File: config.mk
export PLATFORM = sky130hd
export DESIGN_NAME = avd_fu_arbiter
export DESIGN_NICKNAME = d
export VERILOG_FILES = /design/src/rtl/avd_sched_pkg.sv /design/src/rtl/avd_fu_arbiter_picker.sv /design/src/rtl/avd_fu_arbiter.sv
export SDC_FILE = /design/constraint.sdc
export NUM_CORES = 1
export LEC_CHECK = 0
export BUFFER_PORTS_ARGS = -buffer_cell sky130_fd_sc_hd__buf_4
export CAP_MARGIN = 0
export CELL_PAD_IN_SITES_DETAIL_PLACEMENT = 0
export CELL_PAD_IN_SITES_GLOBAL_PLACEMENT = 1
export CORE_MARGIN = 2
export CORE_UTILIZATION = 34
export DETAILED_ROUTE_END_ITERATION = 12
export GPL_TIMING_DRIVEN = 0
export PLACE_DENSITY = 0.94
export SETUP_SLACK_MARGIN = 0.05
export SKIP_CTS_REPAIR_TIMING = 1
export SLEW_MARGIN = 10
export SYNTH_ARGS = -nofsm -noshare
export SYNTH_HDL_FRONTEND = slang
export SYNTH_HIERARCHICAL = 1
export SYNTH_SLANG_ARGS = --single-unit
File: constraint.sdc
create_clock -name clk -period 4.2 [get_ports clk]
set_clock_uncertainty 0.1 [all_clocks]
set_input_delay 0.21 -clock clk [delete_from_list [all_inputs] [get_ports clk]]
set_output_delay 0.21 -clock clk [all_outputs]
set_load 0.1 [all_outputs]
File: src/rtl/avd_sched_pkg.sv
// Shared definitions for the attitude-datapath functional-unit scheduler.
//
// Contents:
//   - default sizing constants (channel count, data width, watchdog limit)
//   - sequencer state enum and matching fixed-width state constants
//   - channel-index type for the default channel count
package avd_sched_pkg;

    localparam int N_REQ_DEF       = 3;
    localparam int DATA_W_DEF      = 16;
    localparam int TIMEOUT_CYC_DEF = 8;

    typedef enum logic [1:0] {
        S_IDLE  = 2'd0,
        S_ISSUE = 2'd1,
        S_WAIT  = 2'd2,
        S_RESP  = 2'd3
    } sched_state_e;

    // Plain-vector forms of the state encoding, used by the sequencer's
    // state register so the encoding stays fixed and visible.
    localparam logic [1:0] ST_IDLE  = S_IDLE;
    localparam logic [1:0] ST_ISSUE = S_ISSUE;
    localparam logic [1:0] ST_WAIT  = S_WAIT;
    localparam logic [1:0] ST_RESP  = S_RESP;

    typedef logic [$clog2(N_REQ_DEF)-1:0] ch_idx_t;

endpackage

File: src/rtl/avd_fu_arbiter_picker.sv
// Round-robin request picker (combinational).
//
// Ports:
//   req        in   N_REQ  request bits
//   ptr        in   IDX_W  highest-priority channel for this search
//   found      out  1      at least one request bit set
//   grant_oh   out  N_REQ  one-hot grant (all zero when nothing found)
//   grant_idx  out  IDX_W  index form of the grant (0 when nothing found)
module avd_rr_picker
    import avd_sched_pkg::*;
#(
    parameter int N_REQ = N_REQ_DEF,
    parameter int IDX_W = 2
) (
    input  logic [N_REQ-1:0] req,
    input  logic [IDX_W-1:0] ptr,
    output logic             found,
    output logic [N_REQ-1:0] grant_oh,
    output logic [IDX_W-1:0] grant_idx
);

    // Two passes: first the channels at or above ptr, then the wrapped-around
    // channels below ptr. The first hit in that order wins.
    always_comb begin
        found     = 1'b0;
        grant_oh  = '0;
        grant_idx = '0;
        for (int i = 0; i < N_REQ; i++) begin
            if (!found && req[i] && (i >= int'(ptr))) begin
                found       = 1'b1;
                grant_oh[i] = 1'b1;
                grant_idx   = IDX_W'(i);
            end
        end
        for (int i = 0; i < N_REQ; i++) begin
            if (!found && req[i] && (i < int'(ptr))) begin
                found       = 1'b1;
                grant_oh[i] = 1'b1;
                grant_idx   = IDX_W'(i);
            end
        end
    end

endmodule

File: src/rtl/avd_fu_arbiter.sv
// Round-robin arbiter/sequencer sharing one multi-cycle functional unit
// among the attitude-axis channels.
//
// Ports:
//   clk, rst              clock; asynchronous active-high reset
//   req_valid/req_ready   per-channel request handshake; req_ready is
//                         combinational and only ever set in IDLE
//   req_opa/req_opb       packed operands, channel i at [i*DATA_W +: DATA_W]
//   rsp_valid             one-hot, one-cycle response pulse
//   rsp_data/rsp_err      result and timeout flag, qualified by rsp_valid
//   fu_start              one-cycle FU launch pulse
//   fu_opa/fu_opb         FU operands, held until the next accept
//   fu_done/fu_result     FU completion pulse and result
//   busy                  high whenever the sequencer is not in IDLE
//   grant_idx             channel that currently owns the FU
//
// Handshake: a request on channel i transfers in any cycle where
// req_valid[i] && req_ready[i]; requests dropped before that are lost.
module avd_fu_arbiter
    import avd_sched_pkg::*;
#(
    parameter int N_REQ       = N_REQ_DEF,
    parameter int DATA_W      = DATA_W_DEF,
    parameter int TIMEOUT_CYC = TIMEOUT_CYC_DEF,
    localparam int IDX_W      = (N_REQ > 1) ? $clog2(N_REQ) : 1
) (
    input  logic                       clk,
    input  logic                       rst,
    input  logic [N_REQ-1:0]           req_valid,
    input  logic [N_REQ*DATA_W-1:0]    req_opa,
    input  logic [N_REQ*DATA_W-1:0]    req_opb,
    output logic [N_REQ-1:0]           req_ready,
    output logic [N_REQ-1:0]           rsp_valid,
    output logic [DATA_W-1:0]          rsp_data,
    output logic                       rsp_err,
    output logic                       fu_start,
    output logic [DATA_W-1:0]          fu_opa,
    output logic [DATA_W-1:0]          fu_opb,
    input  logic                       fu_done,
    input  logic [DATA_W-1:0]          fu_result,
    output logic                       busy,
    output logic [IDX_W-1:0]           grant_idx
);

    localparam int WD_W = $clog2(TIMEOUT_CYC + 1);
    localparam logic [WD_W-1:0] WD_LAST = WD_W'(TIMEOUT_CYC - 1);
    localparam logic [IDX_W-1:0] IDX_LAST = IDX_W'(N_REQ - 1);

    logic [1:0]        state;
    logic [IDX_W-1:0]  ptr;
    logic [WD_W-1:0]   wdog;

    logic              pick_found;
    logic [N_REQ-1:0]  pick_oh;
    logic [IDX_W-1:0]  pick_idx;
    logic [DATA_W-1:0] sel_opa;
    logic [DATA_W-1:0] sel_opb;
    logic [N_REQ-1:0]  owner_oh;

    avd_rr_picker #(
        .N_REQ (N_REQ),
        .IDX_W (IDX_W)
    ) u_picker (
        .req       (req_valid),
        .ptr       (ptr),
        .found     (pick_found),
        .grant_oh  (pick_oh),
        .grant_idx (pick_idx)
    );

    // One-hot operand mux driven by the picker's grant.
    always_comb begin
        sel_opa = '0;
        sel_opb = '0;
        for (int i = 0; i < N_REQ; i++) begin
            if (pick_oh[i]) begin
                sel_opa = sel_opa | req_opa[i*DATA_W +: DATA_W];
                sel_opb = sel_opb | req_opb[i*DATA_W +: DATA_W];
            end
        end
    end

    // Owner of the in-flight operation, used to steer the response pulse.
    always_comb begin
        owner_oh = '0;
        for (int i = 0; i < N_REQ; i++) begin
            owner_oh[i] = (grant_idx == IDX_W'(i));
        end
    end

    assign req_ready = (state == ST_IDLE) ? pick_oh : '0;

    always_ff @(posedge clk or posedge rst) begin
        if (rst) begin
            state     <= ST_IDLE;
            ptr       <= '0;
            wdog      <= '0;
            fu_start  <= 1'b0;
            fu_opa    <= '0;
            fu_opb    <= '0;
            rsp_valid <= '0;
            rsp_data  <= '0;
            rsp_err   <= 1'b0;
            busy      <= 1'b0;
            grant_idx <= '0;
        end else begin
            case (state)
                ST_IDLE: begin
                    if (pick_found) begin
                        fu_opa    <= sel_opa;
                        fu_opb    <= sel_opb;
                        grant_idx <= pick_idx;
                        fu_start  <= 1'b1;
                        busy      <= 1'b1;
                        state     <= ST_ISSUE;
                    end
                end
                ST_ISSUE: begin
                    fu_start <= 1'b0;
                    wdog     <= '0;
                    state    <= ST_WAIT;
                end
                ST_WAIT: begin
                    // fu_done is tested first so a completion landing on the
                    // last watchdog cycle still returns a good result.
                    if (fu_done) begin
                        rsp_data  <= fu_result;
                        rsp_err   <= 1'b0;
                        rsp_valid <= owner_oh;
                        state     <= ST_RESP;
                    end else if (wdog == WD_LAST) begin
                        rsp_data  <= '0;
                        rsp_err   <= 1'b1;
                        rsp_valid <= owner_oh;
                        state     <= ST_RESP;
                    end else begin
                        wdog <= wdog + WD_W'(1);
                    end
                end
                ST_RESP: begin
                    rsp_valid <= '0;
                    busy      <= 1'b0;
                    ptr       <= (grant_idx == IDX_LAST) ? '0 : grant_idx + IDX_W'(1);
                    state     <= ST_IDLE;
                end
                default: begin
                    state <= ST_IDLE;
                end
            endcase
        end
    end

endmodule
==> results of run 1 <==
==> flip-flops by register name, indices dropped and copies added, names as in the netlist <==
register,count
grant_idx,2
fu_opa,16
fu_opb,16
rsp_valid,3
state,2
fu_start,1
rsp_err,1
ptr,2
busy,1
wdog,4
rsp_data,16
==> logic make-up (layout without fill, tap and decap cells) <==
kind of cell | after synthesis | in the layout | share of synthesized area
simple gates | 70 | 70 | 0.109
compound gates | 105 | 105 | 0.276
fa+ha+maj | 5 | 5 | 0.0209
mux | 3 | 3 | 0.0113
flops | 64 | 64 | 0.536
buf+inv | 31 | 231 | 0.0465
==> worst max-delay path by stage <==
stage	from	to	slack, ns
after floorplan	ptr[1]	req_ready[1]	1.78
after global placement	rst	fu_opa[2]	1.50
after detailed placement	ptr[1]	req_ready[1]	1.83
after CTS	ptr[1]	req_ready[1]	1.46
after global routing	ptr[1]	req_ready[1]	1.28
final	ptr[1]	req_ready[1]	1.50
==> routing by layer <==
layer,part of all wire,global-route usage,routed length [um],vias up
met5,0,0,0,-
met4,0.014,0.0630,127,0
met3,0.082,0.0530,746,12
met2,0.50,0.321,4520,142
met1,0.41,0.244,3690,1427
li1,-,-,-,1463
==> area by class of cell <==
cell class | instances | area, um^2
fillers | 834 | 3910
flip-flops and latches | 64 | 1600
repair buffers | 184 | 1400
multi-input cells | 183 | 1250
clock buffers | 11 | 141
well taps | 108 | 135
plain buffers | 24 | 113
clock inverters | 5 | 56.3
inverters | 7 | 28.8
==> stage by stage <==
stage | setup slack [ns] | util | std cells | hold slack (ns) | cell area (um^2)
3_3_place_gp | 1.50 | 0.515 | 562 | 0.334 | 4440
4_1_cts | 1.46 | 0.538 | 578 | -0.0452 | 4640
3_5_place_dp | 1.83 | 0.515 | 562 | 0.322 | 4450
2_1_floorplan | 1.78 | - | 278 | 0.250 | 2990
5_1_grt | 1.28 | 0.547 | 586 | 0.000153 | 4720
6_report | 1.50 | 0.547 | 586 | 0.0109 | 4720
==> layout by cell type, fill, tap and decap left out, types with 2 or more instances in the layout <==
cell type,Yosys,final
clkbuf_8,0,10
a32o_1,2,2
o31a_1,2,2
inv_1,7,6
buf_6,2,2
buf_4,1,177
clkinv_2,0,2
and2_1,5,5
a221oi_1,3,3
buf_2,3,3
nand2_1,40,40
o211ai_1,3,3
nand3_1,3,3
nand2b_1,3,3
dlygate4sd3_1,0,8
a222oi_1,32,32
nor2b_1,4,4
a21oi_1,3,3
dfrtp_1,64,64
ha_1,5,5
mux2_2,3,3
nor2_1,7,7
clkbuf_1,18,19
o21ai_0,36,36
a22o_1,17,17
==> critical path, delay by kind of cell (launching register included) <==
kind	cells	cell delay, ns
DFF	1	0.41
AOI/OAI and AO/OA	1	0.29
and+or+nand+nor	2	0.38
buffers and inverters	3	0.98
==> flow_metrics.tcl, run 1 <==
set metrics [dict create \
    row_count 34 \
    syn_area_um2 2990 \
    synth_ff_type "dfrtp_1" \
    timing.rr.start "ptr[1]" \
    synthesis.nets 401 \
    whs_endpoint "rsp_data[10]" \
    synthTopCellsByArea "dfrtp_1 (54%), a222oi_1 (11%), o21ai_0 (6.0%)" \
    routed_wl_um 9080 \
    synthMostInstantiatedCell "dfrtp_1" \
    rsz0062_at_grt "false" \
    rr_worst_depth 6 \
    antenna_cells_inserted 0 \
    cts-root-buf "clkbuf_8" \
    syn_avg_cell_area_um2 10.7 \
    drt_pre_antenna_iters 5 \
    cts_tree "done" \
    cap_violations 0 \
    synth-edff-count 0 \
    cpPeakStageDelay_ns 0.41 \
    setup_tns_ns 0 \
    period_share 0.643 \
    viasPerCell 5.19 \
    wire_per_inst_um 15.5 \
    grt_max_degree 65 \
    hold_path.class "in -> reg" \
    start_util 0.346 \
    die_h_um 97.7 \
    grt_first_pass_wirelength_um 15100 \
    core-area_um2 8640 \
    io_buffers 176 \
    r2r_end "fu_opb[10]" \
    crit_path_max_fanout 10 \
    drt_iter0_drc 180 \
    insertion_delay_ns 0.32 \
    outcome "complete, no violations" \
    async_reset_ff_frac 1.00 \
    synth-seq-cells 64 \
    drc_errors 0 \
    setup_violations 0 \
    slew_headroom 0.485 \
    cts.sinks 64 \
    drive_above_1_share 0.429 \
    die_w_um 97.7 \
    worst_setup_path_end_kind "primary output" \
    worstHoldStart "fu_result[10]" \
    worst_slew_pin_slew_ns 0.772 \
    path_common_cell "clkbuf_1" \
    antenna_found_initial 0 \
    criticalPathCategory "reg -> out" \
    holdPathStages 2 \
    io_pins 177 \
    yosysTopAreaCell "dfrtp_1" \
    cp.required_ns 3.89 \
    period_needed_ns 2.70 \
    synthCells 278 \
    grt.overflow.total 0 \
    ys_seq_area_frac 0.536 \
    synth_top_area_share 0.536 \
    ys_warn_count 6 \
    nets 596 \
    ctsLongestPathBuffers 2 \
    syn_to_final_growth_pct 58.1 \
    worstPathArrival_ns 2.39 \
    place.gp.congestion 0.799 \
    cts_made_buffers 9 \
    gr-usage-all-layers 0.193 \
    cts.clk_slew.worst_paths_ns 0.07 \
    cp_cell_sequence "nand2b_1, a221oi_1, clkbuf_1, clkbuf_1, and2_1, buf_4" \
    r2r_slack_ns 2.03 \
    slowest_stage "dfrtp_1" \
    cts_htree_levels 3 \
    dp.final_hpwl_um 6850 \
    netlist_top_cells_count "dfrtp_1 (64), nand2_1 (40), o21ai_0 (36)" \
    slew_violations 0 \
    dr_total_vias 3044 \
    grt_pass1_vias 3112 \
    hold_viol_final 0 \
    worst_setup_path_start_kind "flop" \
    fmax_mhz 370 \
    postRouteAntennaNets 0 \
    die_area_um2 9550 \
    synth_cell_types 37 \
]
Power of run 1 is not shown: default switching activity piles up to over one toggle a cycle in this logic, so the estimate is an artifact.
==> run 2: changes to the inputs <==
--- a/config.mk
+++ b/config.mk
@@ -10,10 +10,10 @@
 export CELL_PAD_IN_SITES_DETAIL_PLACEMENT = 0
 export CELL_PAD_IN_SITES_GLOBAL_PLACEMENT = 1
 export CORE_MARGIN = 2
-export CORE_UTILIZATION = 34
+export CORE_UTILIZATION = 28
 export DETAILED_ROUTE_END_ITERATION = 12
 export GPL_TIMING_DRIVEN = 0
-export PLACE_DENSITY = 0.94
+export PLACE_DENSITY = 0.83
 export SETUP_SLACK_MARGIN = 0.05
 export SKIP_CTS_REPAIR_TIMING = 1
 export SLEW_MARGIN = 10
==> constraint.sdc (replaced) <==
create_clock -name clk -period 2.35 [get_ports clk]
set_clock_uncertainty 0.1 [all_clocks]
set_input_delay 0.1175 -clock clk [delete_from_list [all_inputs] [get_ports clk]]
set_output_delay 0.1175 -clock clk [all_outputs]
set_load 0.1 [all_outputs]
==> run 2 against run 1 <==
Against the previous run:
- the run now ends with hold timing left
- flip-flop and latch count stayed put
- non-clock buffer count is 33 higher
- hold slack worse by 0.037 ns
- count of clock-buffer cells in the layout is 2 lower
- final area is 8.3% higher
- cell count is 10% higher
- highest routed layer unchanged
==> flow_metrics.tcl, run 2 (same netlist as run 1, synthesis figures left out) <==
set metrics [dict create \
    met2_length_um 5280 \
    antenna_cells_inserted 0 \
    cp_cell_sequence "nor2b_1, o31a_1, clkbuf_2, and2_1, buf_4" \
    place_ws_ns 0.0197 \
    drt-met1-wl_um 4200 \
    nets 629 \
    io_pins 177 \
    cts_htree_levels 3 \
    cap_violations 0 \
    io_buffers 176 \
    wire_per_inst_um 16.0 \
    worstSetupEndpoint "req_ready[2]" \
    top_regs "fu_opa (16), fu_opb (16), rsp_data (16)" \
    core-area_um2 10300 \
    gr-usage-all-layers 0.169 \
    hold_path.class "in -> reg" \
    r2r_end "fu_opa[13]" \
    slew_headroom 0.489 \
    worst_hold_slack_ns -0.0262 \
    hold_viol_final 14 \
    routed_wl_um 10400 \
    start_util 0.289 \
    cts.sinks 64 \
    fmax_mhz 443 \
    r2r_slack_ns 0.26 \
    rsz0062_at_grt "true" \
    period_share 0.960 \
    drt_iter0_drc 222 \
    insertion_delay_ns 0.33 \
    cts-root-buf "clkbuf_8" \
    antenna_found_initial 0 \
    crit_path_max_fanout 10 \
    top_layer "met4" \
    dr_total_vias 3223 \
    worst_slew_pin_slew_ns 0.766 \
    cpPeakStageDelay_ns 0.40 \
    crit_path_start "ptr[1]" \
    syn_to_final_growth_pct 71.2 \
    cp.required_ns 2.13 \
    place.gp.congestion 0.750 \
    die_area_um2 11500 \
    cts_tree "done" \
    drc_errors 0 \
    period_needed_ns 2.26 \
    final_cell_mix "buf_4 (179), dfrtp_1 (64), dlygate4sd3_1 (41)" \
    grt_max_degree 65 \
    fillCellCount 953 \
    drt_pre_antenna_iters 5 \
    slowest_stage "dfrtp_1" \
    rr_worst_depth 6 \
    final_common_cell "buf_4" \
    dp.final_hpwl_um 7200 \
    setup_slack_ns 0.0929 \
    criticalPathCategory "reg -> out" \
    worst_setup_path_start_kind "flop" \
    die_h_um 107 \
    grt_first_pass_wirelength_um 15300 \
    ctsLongestPathBuffers 2 \
    postRouteAntennaNets 0 \
    drive_above_1_share 0.419 \
    grt_pass1_vias 3139 \
    viasPerCell 4.98 \
    die_w_um 107 \
    cts_made_buffers 9 \
    row_count 37 \
    cts.clk_slew.worst_paths_ns 0.08 \
    slew_violations 0 \
    violations "hold timing" \
    worst_setup_path_end_kind "primary output" \
    grt.overflow.total 0 \
    wl_met3_um 737 \
    worstPathArrival_ns 2.04 \
    timing.rr.start "ptr[1]" \
    setup_violations 0 \
    outcome "finished, violations left" \
]
==> run 2: worst min path at each step <==
stage | start | endpoint | cells after the start
finish | req_opa[47] | fu_opa[15] | 3
global route | req_opb[38] | fu_opb[6] | 3
CTS | rst | fu_opb[7] | 2
detailed placement | rst | rsp_data[3] | 2
global placement | fu_result[5] | rsp_data[5] | 2
floorplan | fu_result[10] | rsp_data[10] | 1
==> run 2: worst max-delay path, delay by kind of cell (launching register included) <==
kind            cells  cell delay [ns]
compound gates      1             0.27
simple gates        2             0.49
flops               1             0.40
buf+inv             2             0.54
==> run 2: metal layers <==
layer	up-vias	track usage
met3	13	0.0557
li1	1538	-
met2	139	0.283
met5	-	0
met1	1533	0.207
met4	0	0.0519
==> run 2: per-stage QoR <==
stage	util	hold slack (ns)	cells	area (um^2)	setup TNS, ns
after floorplan	-	0.157	278	2990	0
after global placement	0.434	0.241	590	4480	-19.24
after detailed placement	0.434	0.233	590	4480	0
after CTS	0.453	-0.141	606	4680	-0.748
after global routing	0.496	0.00310	647	5120	-0.0455
final	0.496	-0.0262	647	5120	0
==> run 2: area by class of cell <==
cell class	count	area, um^2	area share
sequential	64	1600	0.313
tap	136	170	0.0333
timing repair buffer	219	1750	0.342
clock buffer	9	124	0.0242
multi-input combinational	183	1250	0.245
buffer	22	115	0.0225
inverter	7	28.8	0.00562
clock inverter	7	71.3	0.0139
Power of run 2 is left out for the same reason.
